## src/rtl/huffman_seq.sv

```systemverilog
// Job sequencer for the six-symbol huffman core: clears the core, streams one
// ROM frame into it, captures counts/codes/masks and returns them per symbol.
module huffman_seq #(
  parameter int N_PIX   = 100,
  parameter int ADDR_W  = 7,
  parameter int TIMEOUT = 255
) (
  input  logic              clk,
  input  logic              reset,
  input  logic              start,
  output logic              busy,
  output logic              done,
  output logic              err,
  output logic [1:0]        err_code,
  output logic              rom_rd,
  output logic [ADDR_W-1:0] rom_addr,
  input  logic [7:0]        rom_q,
  output logic              core_reset,
  output logic              gray_valid,
  output logic [7:0]        gray_data,
  input  logic              CNT_valid,
  input  logic [47:0]       cnt_bus,
  input  logic              code_valid,
  input  logic [47:0]       hc_bus,
  input  logic [47:0]       m_bus,
  output logic              res_valid,
  input  logic              res_ready,
  output logic [2:0]        res_sym,
  output logic [7:0]        res_cnt,
  output logic [7:0]        res_hc,
  output logic [7:0]        res_m
);

  localparam int WD_W = $clog2(TIMEOUT + 1);
  localparam logic [ADDR_W-1:0] ONE_A    = ADDR_W'(1);
  localparam logic [ADDR_W-1:0] LAST_PIX = ADDR_W'(N_PIX - 1);
  localparam logic [WD_W-1:0]   WD_ONE   = WD_W'(1);
  localparam logic [WD_W-1:0]   WD_LAST  = WD_W'(TIMEOUT - 1);

  typedef enum logic [2:0] {
    S_IDLE      = 3'd0,
    S_CLR       = 3'd1,
    S_FETCH     = 3'd2,
    S_STREAM    = 3'd3,
    S_WAIT_CNT  = 3'd4,
    S_WAIT_CODE = 3'd5,
    S_OUT       = 3'd6,
    S_ERR       = 3'd7
  } state_t;

  state_t            state_q, state_d;
  logic [ADDR_W-1:0] p_q, p_d;
  logic [WD_W-1:0]   wd_q, wd_d;
  logic [1:0]        err_code_q, err_code_d;
  logic [2:0]        sym_q, sym_d;
  logic [47:0]       cnt_q, cnt_d, hc_q, hc_d, m_q, m_d;
  logic              done_q, done_d;
  logic              core_reset_q;

  function automatic logic [7:0] sym_field(input logic [47:0] bus, input logic [2:0] sym);
    case (sym)
      3'd1:    sym_field = bus[7:0];
      3'd2:    sym_field = bus[15:8];
      3'd3:    sym_field = bus[23:16];
      3'd4:    sym_field = bus[31:24];
      3'd5:    sym_field = bus[39:32];
      3'd6:    sym_field = bus[47:40];
      default: sym_field = 8'd0;
    endcase
  endfunction

  // Next-state logic plus the ROM/core streaming strobes.
  always_comb begin
    state_d    = state_q;
    p_d        = p_q;
    wd_d       = wd_q;
    err_code_d = err_code_q;
    sym_d      = sym_q;
    cnt_d      = cnt_q;
    hc_d       = hc_q;
    m_d        = m_q;
    done_d     = 1'b0;
    rom_rd     = 1'b0;
    rom_addr   = '0;
    gray_valid = 1'b0;
    gray_data  = 8'd0;
    case (state_q)
      S_IDLE, S_ERR: begin
        if (start) begin
          state_d    = S_CLR;
          p_d        = '0;
          wd_d       = '0;
          err_code_d = 2'b00;
        end else begin
          state_d = state_q;
        end
      end
      // p doubles as the two-cycle core-reset timer.
      S_CLR: begin
        if (p_q == ONE_A) begin
          state_d = S_FETCH;
          p_d     = '0;
        end else begin
          p_d = p_q + ONE_A;
        end
      end
      S_FETCH: begin
        rom_rd  = 1'b1;
        state_d = S_STREAM;
      end
      S_STREAM: begin
        gray_data = rom_q;
        if (p_q != LAST_PIX) begin
          rom_rd   = 1'b1;
          rom_addr = p_q + ONE_A;
        end else begin
          rom_rd = 1'b0;
        end
        if (rom_q == 8'd0 || rom_q > 8'd6) begin
          err_code_d = 2'b01;
          state_d    = S_ERR;
        end else if (p_q == LAST_PIX) begin
          gray_valid = 1'b1;
          p_d        = '0;
          state_d    = S_WAIT_CNT;
        end else begin
          gray_valid = 1'b1;
          p_d        = p_q + ONE_A;
        end
      end
      // The watchdog spans both wait states; an arriving strobe beats the timeout.
      S_WAIT_CNT: begin
        wd_d = wd_q + WD_ONE;
        if (CNT_valid) begin
          cnt_d   = cnt_bus;
          state_d = S_WAIT_CODE;
        end else if (wd_q >= WD_LAST) begin
          err_code_d = 2'b10;
          state_d    = S_ERR;
        end else begin
          state_d = S_WAIT_CNT;
        end
      end
      S_WAIT_CODE: begin
        wd_d = wd_q + WD_ONE;
        if (code_valid) begin
          hc_d    = hc_bus;
          m_d     = m_bus;
          sym_d   = 3'd1;
          state_d = S_OUT;
        end else if (wd_q >= WD_LAST) begin
          err_code_d = 2'b10;
          state_d    = S_ERR;
        end else begin
          state_d = S_WAIT_CODE;
        end
      end
      S_OUT: begin
        if (res_ready && sym_q == 3'd6) begin
          done_d  = 1'b1;
          sym_d   = 3'd0;
          state_d = S_IDLE;
        end else if (res_ready) begin
          sym_d = sym_q + 3'd1;
        end else begin
          sym_d = sym_q;
        end
      end
      default: state_d = S_IDLE;
    endcase
  end

  // State, capture and registered-output flops with synchronous active-low reset.
  always_ff @(posedge clk) begin
    if (!reset) begin
      state_q      <= S_IDLE;
      p_q          <= '0;
      wd_q         <= '0;
      err_code_q   <= 2'b00;
      sym_q        <= 3'd0;
      cnt_q        <= 48'd0;
      hc_q         <= 48'd0;
      m_q          <= 48'd0;
      done_q       <= 1'b0;
      core_reset_q <= 1'b1;
    end else begin
      state_q      <= state_d;
      p_q          <= p_d;
      wd_q         <= wd_d;
      err_code_q   <= err_code_d;
      sym_q        <= sym_d;
      cnt_q        <= cnt_d;
      hc_q         <= hc_d;
      m_q          <= m_d;
      done_q       <= done_d;
      core_reset_q <= (state_d == S_CLR);
    end
  end

  assign busy       = (state_q != S_IDLE) && (state_q != S_ERR);
  assign err        = (state_q == S_ERR);
  assign err_code   = err_code_q;
  assign done       = done_q;
  assign core_reset = core_reset_q;
  assign res_valid  = (state_q == S_OUT);
  assign res_sym    = sym_q;
  assign res_cnt    = sym_field(cnt_q, sym_q);
  assign res_hc     = sym_field(hc_q, sym_q);
  assign res_m      = sym_field(m_q, sym_q);

endmodule

```

## config.mk

```make
export PLATFORM = sky130hd
export DESIGN_NAME = huffman_seq
export DESIGN_NICKNAME = d
export VERILOG_FILES = /design/src/rtl/huffman_seq.sv
export SDC_FILE = /design/constraint.sdc
export NUM_CORES = 1
export LEC_CHECK = 0
export ABC_AREA = 1
export CORE_AREA = 2 2 180 94
export CTS_BUF_LIST = sky130_fd_sc_hd__clkbuf_16
export CTS_CLUSTER_DIAMETER = 40
export DETAILED_ROUTE_END_ITERATION = 8
export DIE_AREA = 0 0 182 96
export PLACE_DENSITY = 0.79
export SYNTH_ARGS = -nofsm -noshare
export SYNTH_HDL_FRONTEND = slang
export SYNTH_SLANG_ARGS = --single-unit
```

## constraint.sdc

```tcl
create_clock -name clk -period 2.6 [get_ports clk]
set_clock_uncertainty 0.2 [all_clocks]
set_input_delay 0.39 -clock clk [delete_from_list [all_inputs] [get_ports clk]]
set_output_delay 0.39 -clock clk [all_outputs]
set_load 0.02 [all_outputs]
```

# Yosys cells after proc, flatten, opt, wreduce, memory -nomap -nowiden
# Cells that the tools add are included.
# W data, S select, Z words.
# word_totals
elab_cells	97
register_bits	169
out_inout_bits	51
input_bits	158
# classes
n_eq_ne	25
add_sub_neg	3
n_lt_le_gt_ge	2
mux	38
reduce_logical	19
# op_table
cell	count
$pmux W8 S6	3
$mux W7	6
$mux W3	8
$eq A3 B3 Y1 const B	7
$pmux W3 S7	1
$pmux W7 S3	1
$mux W2	9
$mux W8	2
$pmux W8 S2	1
$eq A3 B2 Y1 const B	4
$ne A2 B2 Y1 const B	6
$eq A3 B1 Y1 const B	3
$add A8 B1 Y8 const B	1
$ge A8 B8 Y1 const B	1
$gt A8 B3 Y1 const B	1
$logic_not A8 Y1	1
$pmux W2 S4	1
$reduce_and A2 Y1	4
$add A7 B1 Y7 const B	1
$eq A7 B1 Y1 const B	1
$eq A7 B7 Y1 const B	1
$ne A7 B7 Y1 const B	1
$pmux W3 S2	1
$reduce_and A3 Y1	2
other kinds (13)	20

# Longest topological paths before layout
# Gate-level depths: netlist of the first run.
# depth
ltp_word	5
ltp_mapped	12

# Worst setup path after synthesis of the first run
# OpenSTA, ideal clock, no wires.
# synth_timing
path_kind	register to output
from	register sym_q[2] (netlist: res_sym[2])
to	output res_cnt[0]
arrival_ns	1.731
slack_ns	0.279
path_buffers	2
path_stages_with_launch	9
cell_sequence	dfxtp_1 -> buf_2 -> inv_1 -> ha_1 -> clkbuf_1 -> nand2_1 -> o21ai_1 -> a221oi_1 -> nand3_1
# synth_between
elab_chain_len	2
# synth_rtl
element	line	rtl
start: declaration	55	logic [2:0] sym_q, sym_d;
start signal: assignment	191	sym_q <= sym_d;
$eq A3 B3 Y1 (tied with other cells)	61	case (sym)
$pmux W8 S6 (*)	61	
end: declaration	29	output logic [7:0] res_cnt,
# Mark *: on every way between the ends. The rest lies on a longest branch, timed or not.

# Worst setup path in the final report of the first run
# layout_timing
from	register sym_q[1] (netlist: res_sym[1])
to	output res_m[7]
# layout_between
elab_chain_len	2
# layout_rtl
element	line	rtl
$eq A3 B3 Y1 (tied with other cells)	61	
$pmux W8 S6 (*)	61	
end: declaration	31	output logic [7:0] res_m
# Marked as above.

==> run summary, run 1 <==
Status = finished clean
Diode count = 0
CTS tree = done
Leading post-synthesis cells by instance count = nor2_1, dfxtp_1, o21ai_0, nand2_1, nand3_1
Crit path max fanout = 8
Layout area overhead = 44.5%
Clk_lat worst skew = 0.41 ns
TritonCTS Buffers = 17
Min-delay src = reset
Fill cells = 1,358
Worst reg2reg path depth = 13
Final Hold Fails = 0
CP startpoint kind = register
Via count of the first global-routing pass = 7,100
GRT Overall Usage = 0.263
R2R setup slack = 0.53 ns
CP Depth = 8
Root buf cell = clkbuf_16
CP Class = reg2out
Core Util, Final = 0.678
Pleak = 4.40 nW
CP top delay family = buffers and inverters
Yosys top cell by area = dfxtp_1
Nets = 1,459
Top-count cell post-synth = nor2_1
IO Count = 209
Fmax = 392 MHz
Worst slack at placement = -0.0219 ns
Power Density = 597 nW/um2
Reg area = 3390 um2
Max-cap violations = 0
First-pass GRT wire length = 36,100 um
CTS clk-pin slew, worst paths = 0.07 ns
Top cells by area, synth = dfxtp_1, nor2_1, o21ai_0
Hold EP = cnt_q[10]
CTS Sinks = 169
Total die area = 17,500 um2
Setup WS post-layout = 0.0493 ns
CTS Buffer Depth = 2
Relative slew slack = 0.677
Worst endpoint data arrival time = 1.96 ns
CTS H-tree depth = 4
Ratio of cells with drive above 1 in the final layout = 0.130
DRC errors left = 0
Slew at the pin closest to its max-slew limit = 0.481 ns
Worst path bufs/invs = 4
Synth cell types = 32
Post-CTS Hold Buffers = 0
Worst vdd ir = 0.515 mV
Die W = 182 um
Multi-input gate area = 3860 um2
Drt total wl = 23,900 um
Via density = 5.24
Slowest-stage cell, CP = dfxtp_4
EDFF count, synth = 0
Largest net degree at the start of global routing = 74
First-iteration detailed-routing DRC count = 718
GP Congestion = 0.895
Crit share post-route = 0.981
Synth top area share = 0.453
Avg WL per Cell = 15.8 um
R2R Path Start = res_sym[0]
Hold Path Stages = 3
Crit-path cells = inv_1 -> ha_1 -> nand2_2 -> inv_2 -> clkbuf_16 -> a221oi_2 -> nand3_1 -> buf_2
Yosys reg bits = 169
Synth Warn # = 0
Async SR Flop Fraction = 0
Synthesized instance count = 1,082
CP peak stage delay = 0.37 ns
Syn Nets = 1,249
Min Tclk post-route = 2.55 ns
Drt pass-1 iters = 5
Worst min path class = in2reg
Pins Over Slew Limit = 0
Mean area per synthesized cell = 6.91 um2
Setup violators final = 0
Gr ovfl total = 0
HPWL after detailed placement = 16,700 um
Hold Slack = 0.200 ns
DIE HEIGHT = 96 um
Sequential area share after synthesis = 0.453
Reg2reg end = core_reset
Vias = 7,936
Ys flop type = dfxtp_1
Setup crit end kind = output port
Cell Rows = 33
Antenna violations before repair = 1
Routed Antenna Nets = 0
Core Region = 15,900 um2
Initial Util = 0.469
Mapped Area = 7480 um2
Port buffer count = 208
WP data required = 2.01 ns
RSZ-0062 raised after global routing = true
where the power goes:
part	switching (mW)	total [mW]	internal, mW	leakage [nW]
registers	0.103	2.81	2.71	1.36
logic	0.667	1.20	0.534	2.76
clock network	1.10	2.44	1.34	0.268
tightest hold or removal path: cells and delay by family:
| kind | cells | cell delay [ns] |
|---|---|---|
| AO/OA/AOI/OAI | 1 | 0.11 |
| AND/OR/NAND/NOR | 1 | 0.04 |
| buffers and inverters | 1 | 0.22 |
state kept, by name, summed over array words and instances (netlist names):
register,flops
err_code,2
done,1
p_q,7
cnt_q,48
core_reset,1
res_sym,3
state_q,3
hc_q,48
wd_q,8
m_q,48
placed cells by master (no fill, tap or decap), types with 20 or more instances in the layout:
cell type	n
inv_1	55
nand2_1	139
nor2_1	318
a21oi_1	36
nand3_1	54
clkbuf_16	20
dfxtp_1	164
o21ai_0	151
buf_4	38
clkdlybuf4s50_1	164
worst max path at each step:
stage                     from         end  slack, ns
global placement    res_sym[0]   res_hc[4]       0.01
finish              res_sym[1]    res_m[7]       0.05
floorplan           res_sym[2]  res_cnt[0]       0.28
global route        res_sym[1]    res_m[6]      -0.04
detailed placement  res_sym[0]   res_hc[4]      -0.02
CTS                 state_q[2]        busy      0.002
per-layer routing:
metal | global-route usage | up-vias | routed length [um]
met5 | 0 | - | 0
met4 | 0.0484 | 0 | 142
met3 | 0.0681 | 14 | 2200
met2 | 0.386 | 314 | 9700
met1 | 0.388 | 3659 | 11800
li1 | - | 3949 | -
layout make-up:
| class | instances | area share |
|---|---|---|
| sequential | 169 | 0.314 |
| clock buffer | 17 | 0.0394 |
| inverter | 63 | 0.0219 |
| multi-input combinational | 785 | 0.357 |
| timing repair buffer | 256 | 0.230 |
| clock inverter | 14 | 0.0129 |
| tap | 210 | 0.0243 |
stage by stage:
step                      cell area, um2  instances  total power [mW]  setup TNS [ns]
after floorplan                     7480       1082              3.49               0
after global routing               10800       1514              6.73          -0.301
after detailed placement            9980       1480              4.04         -0.0481
after global placement              9980       1480              4.02               0
final                              10800       1514              6.45               0
after CTS                          10500       1511              6.45               0
kinds of logic (layout without fill, tap and decap cells):
group                      Yosys count  in the layout  share of synthesized area
AOI/OAI and AO/OA                  232            232                      0.171
xor gates and xnor gates             4              4                    0.00469
adders and majority gates            9              9                     0.0151
buffers and inverters              128            350                     0.0680
DFF                                169            169                      0.453
and+or+nand+nor                    540            540                      0.289
what timing repair did:
action | CTS | global route
setup endpoints to repair | 42 | 32
setup buffers | 0 | 0
resized for setup | 126 | 63
pin swaps | 2 | 8
cloned | 0 | 3
Power figures use the tool's default switching activity.
==> run 2: changes to the inputs <==
clock period = 2.4 ns   (was 2.6 ns; I/O delays follow)
==> run 2 against run 1 <==
The run now ends with negative setup slack left; non-clock buffer count increased by 14; die area did not move; final cell count grew 0.92%; first-iteration DRC count fell by 11%; largest power group unchanged.
==> run summary, run 2 (same netlist as run 1, synthesis figures left out) <==
Via density = 5.29 (+0.98%)
Setup WS post-layout = -0.111 ns (-0.160 ns)
RSZ-0062 raised after global routing = true
CTS tree = done
First-iteration detailed-routing DRC count = 642 (-11%)
Crit path max fanout = 8 (unchanged)
Root buf cell = clkbuf_16
Setup violators final = 20 (+20)
Layout area overhead = 51.6%
Worst endpoint data arrival time = 1.95 ns (about the same)
Min Tclk post-route = 2.51 ns
GRT Overall Usage = 0.281 (+0.0188)
Routed Antenna Nets = 0 (unchanged)
Nets = 1,473 (+0.96%)
Slew at the pin closest to its max-slew limit = 0.313 ns (-0.167 ns)
Multi-input gate area = 4060 um2 (+5.2%)
HPWL after detailed placement = 17,100 um (+2.1%)
CP startpoint kind = register
Fill cells = 1,286 (-5.3%)
Leading cell type in the layout, fill and taps excluded = nor2_1
CTS clk-pin slew, worst paths = 0.07 ns (about the same)
Status = finished, violations left
Largest net degree at the start of global routing = 70 (-5.4%)
R2R Path Start = res_sym[0]
IO Count = 209 (unchanged)
Placed cells = 1,491 (+0.74%)
Cell Rows = 33 (unchanged)
Gr ovfl total = 0 (unchanged)
CTS Buffer Depth = 2 (unchanged)
Post-CTS Hold Buffers = 0 (unchanged)
Initial Util = 0.469 (unchanged)
Core Region = 15,900 um2 (unchanged)
GP Congestion = 0.890 (-0.51%)
Worst Setup SP = res_sym[1]
Core Util, Final = 0.711 (+0.0334)
Drt pass-1 iters = 5 (unchanged)
Pwr Total = 7.20 mW (+12%)
Fmax = 398 MHz
Crit share post-route = 1.05
Area after DPL = 10,100 um2 (+1.1%)
Clk_lat worst skew = 0.42 ns (about the same)
DIE HEIGHT = 96 um (unchanged)
Worst min path class = in2reg
Worst slack at placement = -0.188 ns (-0.166 ns)
Pins Over Slew Limit = 0 (unchanged)
Avg WL per Cell = 16.1 um (+2.3%)
TritonCTS Buffers = 17 (unchanged)
Port buffer count = 208 (unchanged)
Drt total wl = 24,600 um (+3.3%)
Fin cells = 1,528 (+0.92%)
Max-cap violations = 0 (unchanged)
Via count of the first global-routing pass = 7,359 (+3.6%)
Diode count = 0 (unchanged)
Final Hold Fails = 0 (unchanged)
Largest regs = cnt_q: 48 flops, hc_q: 48 flops, m_q: 48 flops
CTS H-tree depth = 4 (unchanged)
Failing checks = negative setup slack
Total die area = 17,500 um2 (unchanged)
Ratio of cells with drive above 1 in the final layout = 0.168 (+0.0381)
First-pass GRT wire length = 38,300 um (+6.1%)
Pleak = 4.75 nW (+8.0%)
CTS Sinks = 169 (unchanged)
Antenna violations before repair = 1 (unchanged)
Design area = 11,300 um2 (+4.9%)
Hold Slack = 0.157 ns (-0.0428 ns)
WP data required = 1.84 ns (-0.17 ns)
CP Class = reg2out
Setup crit end kind = output port
Die W = 182 um (unchanged)
Worst vdd ir = 0.502 mV (-2.5%)
Most frequent cells in the layout = nor2_1, dfxtp_1, clkdlybuf4s50_1, o21ai_0, nand2_1
Vias = 8,088 (+1.9%)
DRC errors left = 0 (unchanged)
Reg area = 3390 um2 (about the same)
Setup TNS = -1.16 ns (-1.16 ns)
Relative slew slack = 0.790 (+0.113)
Power Density = 635 nW/um2 (+6.4%)
Min-delay src = reset
## run 2: changes by cell type in the layout (fill, tap and decap cells not counted), moves of 5 or more
cell and change:
nand2_4 +20, ha_4 +5, nand2_1 -35, buf_6 +20, nand3_1 +5, buf_2 -12
nand2_2 +15, nand3_2 -5
## run 2: worst paths after layout
check | cells after the start | endpoint | slack, ns
worst min register to register | 2 | hc_q[25] | 0.26
worst max-delay path | 8 | res_hc[1] | -0.11
worst max register to register | 13 | core_reset | 0.46
worst min-delay path | 3 | hc_q[41] | 0.16
## run 2: worst max-delay path: stages (launching register included)
cell and delay [ns]:
dfxtp_4 0.38, ha_4 0.17, ha_4 0.19, buf_12 0.17, nand2_2 0.05, o21ai_1 0.06
a221oi_1 0.23, nand3_1 0.13, buf_6 0.15
## run 2: timing repair
| action | CTS | global route |
|---|---|---|
| gates resized for setup | 267 | 47 |
| endpoints found under the setup margin | 44 | 36 |
| buffers inserted | 1 | 0 |
| gates cloned | 4 | 1 |
| pin swaps | 60 | 22 |
## run 2: area by class of cell
cell class | count | share of cell area
Inverter | 63 | 0.0226
Timing Repair Buffer | 270 | 0.245
Multi-Input combinational cell | 785 | 0.358
Clock buffer | 17 | 0.0375
Clock inverter | 14 | 0.0143
Sequential cell | 169 | 0.299
Tap cell | 210 | 0.0232
## run 2: layer usage
metal / global-route usage / vias to the layer above / share of wire
li1: - / 3986 / -
met1: 0.409 / 3742 / 0.49
met2: 0.421 / 338 / 0.41
met3: 0.0749 / 20 / 0.092
met4: 0.0517 / 2 / 0.0078
met5: 0 / - / 0.00045
## run 2: power by group
| part | switching, mW | internal (mW) |
|---|---|---|
| clock | 1.23 | 1.56 |
| sequential | 0.103 | 2.93 |
| combinational | 0.757 | 0.621 |
| total | 2.09 | 5.11 |
==> run 3: changes to the inputs <==
ABC_AREA = not set   (was 1)
CORE_AREA = 2 2 181 94   (was 2 2 180 94)
DIE_AREA = 0 0 183 96   (was 0 0 182 96)
SETUP_SLACK_MARGIN = 0.2   (was not set)
==> run 3 against run 2 <==
The run still ends with negative setup slack left; worst setup slack worse by 0.052 ns; final cell count shrank 4.3%; die area grew 0.55%; count of clock-buffer cells in the layout stayed put; cell area rose by 1.2%; largest power group unchanged; global-route usage about the same; register-to-register slack worse by 0.38 ns; critical path type unchanged; wire length increased by 4.1%; combinational power down 56%; power fell by 15%.
==> run summary, run 3 <==
CP Class = reg2out
Setup crit end kind = output port
Drt total wl = 25,600 um (+4.1%)
CP startpoint kind = register
Yosys top cell by area = dfxtp_1
DIE HEIGHT = 96 um (unchanged)
Worst slack at placement = -0.234 ns (-0.0462 ns)
Hold Slack = 0.254 ns (+0.0972 ns)
Mapped Area = 7530 um2 (+0.67%)
Antenna violations before repair = 4 (+3)
Via count of the first global-routing pass = 7,413 (+0.73%)
TritonCTS Buffers = 17 (unchanged)
Design area = 11,500 um2 (+1.2%)
Synth cell types = 53 (+66%)
CTS Buffer Depth = 2 (unchanged)
Final Hold Fails = 0 (unchanged)
Power Density = 533 nW/um2 (-16%)
RSZ-0062 raised after global routing = true
Ys flop type = dfxtp_1
First-iteration detailed-routing DRC count = 797 (+24%)
Leading post-synthesis cells by instance count = nand2_1, a21oi_1, dfxtp_1, clkbuf_1, mux2_2
Avg WL per Cell = 17.5 um (+8.8%)
Crit share post-route = 1.07 (+0.0217)
Fill cells = 1,279 (-0.54%)
Yosys reg bits = 169 (unchanged)
DRC errors left = 0 (unchanged)
Syn Nets = 1,152 (-7.8%)
Most frequent cells in the layout = nand2_1, a21oi_1, dfxtp_1, clkdlybuf4s50_1, buf_4
Switching share of total power = 0.244 (-0.0465)
Initial Util = 0.470 (+0.000706)
Cell Rows = 33 (unchanged)
Fin cells = 1,462 (-4.3%)
Setup WS post-layout = -0.163 ns (-0.0521 ns)
Failing checks = negative setup slack
Slew at the pin closest to its max-slew limit = 0.487 ns (+0.174 ns)
Pins Over Slew Limit = 0 (unchanged)
WP data required = 1.84 ns (about the same)
CTS H-tree depth = 4 (unchanged)
Largest net degree at the start of global routing = 98 (+40%)
Async SR Flop Fraction = 0 (unchanged)
Worst Setup SP = p_q[0]
Top-count cell post-synth = nand2_1
Combinational share of power = 0.100 (-0.091)
GRT Overall Usage = 0.282 (about the same)
CTS tree = done
Layout area overhead = 52.4%
Status = finished, violations left
Min Tclk post-route = 2.56 ns (+0.0521 ns)
IO Count = 209 (unchanged)
First-pass GRT wire length = 38,600 um (+0.76%)
P_int = 4.62 mW (-9.6%)
EDFF count, synth = 0 (unchanged)
Worst endpoint data arrival time = 2.00 ns (+0.05 ns)
Top cells by area, synth = dfxtp_1, nand2_1, a21oi_1
Pleak = 4.16 nW (-12%)
Vias = 8,142 (+0.67%)
Sequential Power Share = 0.463 (+0.042)
Drt pass-1 iters = 6 (+1)
GP Congestion = 0.910 (+2.2%)
Gr ovfl total = 0 (unchanged)
Sequential area share after synthesis = 0.450 (-0.00301)
Crit path max fanout = 6 (-2)
HPWL after detailed placement = 17,800 um (+4.2%)
Via density = 5.57 (+5.2%)
Clk pwr share = 0.437 (+0.049)
R2R Path Start = p_q[1]
Worst vdd ir = 0.542 mV (+8.0%)
Setup violators final = 31 (+55%)
Fmax = 390 MHz (-2.0%)
Largest regs = cnt_q: 48 flops, hc_q: 48 flops, m_q: 48 flops
Die W = 183 um (+0.55%)
Relative slew slack = 0.675 (-0.115)
Area after DPL = 10,200 um2 (+0.62%)
Port buffer count = 208 (unchanged)
Net switching power = 1.49 mW (-29%)
Clk_lat worst skew = 0.42 ns (about the same)
CTS Sinks = 169 (unchanged)
Total die area = 17,600 um2 (+0.55%)
Placed cells = 1,391 (-6.7%)
Ratio of cells with drive above 1 in the final layout = 0.221 (+0.0530)
Mean area per synthesized cell = 7.64 um2 (+11%)
Leading cell type in the layout, fill and taps excluded = nand2_1
Routed Antenna Nets = 0 (unchanged)
Synth Warn # = 0 (unchanged)
Synth top area share = 0.450 (-0.00301)
Min-delay src = cnt_q[37]
Max-cap violations = 0 (unchanged)
CTS clk-pin slew, worst paths = 0.07 ns (about the same)
Root buf cell = clkbuf_16
Synthesized instance count = 985 (-9.0%)
Nets = 1,406 (-4.5%)
Core Region = 16,000 um2 (+0.52%)
Pwr Total = 6.11 mW (-15%)
Worst min path class = reg2reg
==> run 3: cell count changes after synthesis, moves of 9 or more <==
cell	change
a21oi_1	+131
a221oi_1	-12
a222oi_1	+22
and2_1	+12
clkbuf_1	+14
inv_1	-46
mux2_2	+34
nand2_1	+208
nand3_1	-46
nor2_1	-294
o21ai_0	-135
o21ai_1	-9
==> run 3: worst paths after layout <==
kind,to,slack (ns),cells after the start
min reg2reg,cnt_q[37],0.25,2
max,rom_addr[5],-0.16,7
min,cnt_q[37],0.25,2
max reg2reg,p_q[2],0.08,10
==> run 3: cell families (layout without fill, tap and decap cells) <==
family | after synthesis | count (layout) | share of synthesized area
XOR/XNOR | 4 | 4 | 0.00465
multiplexers | 35 | 35 | 0.0522
buffers and inverters | 88 | 354 | 0.0465
other | 0 | 1 | 0
AND/OR/NAND/NOR | 437 | 437 | 0.241
adder cells (fa/ha/maj) | 9 | 9 | 0.0150
flip-flops | 169 | 169 | 0.450
AO/OA/AOI/OAI | 243 | 243 | 0.191
==> run 3: per-layer routing <==
metal,part of all wire,up-vias,global-route usage
met3,0.10,29,0.0696
met4,0.011,6,0.0607
li1,-,3878,-
met1,0.46,3828,0.408
met2,0.43,401,0.425
met5,0.0016,-,0
==> run 3: layout make-up <==
| class | count | area (um2) | area share |
|---|---|---|---|
| multi-input cells | 728 | 4160 | 0.363 |
| flip-flops and latches | 169 | 3400 | 0.296 |
| repair buffers | 309 | 3020 | 0.263 |
| clock buffers | 17 | 425 | 0.0371 |
| well taps | 210 | 263 | 0.0229 |
| clock inverters | 14 | 138 | 0.0120 |
| inverters | 14 | 62.6 | 0.00545 |
| diodes | 1 | 2.50 | 0.000218 |
==> run 3: metrics by stage <==
stage	setup TNS (ns)	utilization
2_1_floorplan	0	-
5_1_grt	-4.83	0.716
6_report	-2.76	0.716
3_3_place_gp	-1.45	0.634
4_1_cts	-2.35	0.682
3_5_place_dp	-2.29	0.634
==> run 3: timing repair <==
item / 4_1_cts / 5_1_grt
endpoints found under the setup margin: 51 / 54
gates cloned: 1 / 1
setup buffers: 12 / 25
hold buffers: 0 / 0
gates resized for setup: 230 / 85
pin swaps: 23 / 55
==> run 3: worst max-delay path, stage by stage (launching register included) <==
cell	delay [ns]
dfxtp_2	0.36
ha_4	0.14
or2b_4	0.28
nor4_4	0.22
nand2b_4	0.25
buf_4	0.13
nor2_1	0.05
buf_4	0.16
==> run 3: power groups by stage <==
| stage | registers [mW] | logic, mW | clock network (mW) |
|---|---|---|---|
| final | 2.83 | 0.610 | 2.67 |
| after global routing | 2.83 | 0.648 | 2.80 |
| after CTS | 2.83 | 0.550 | 2.68 |
| after detailed placement | 2.89 | 0.541 | 0 |
| after global placement | 2.89 | 0.539 | 0 |
| after floorplan | 2.89 | 0.174 | 0 |
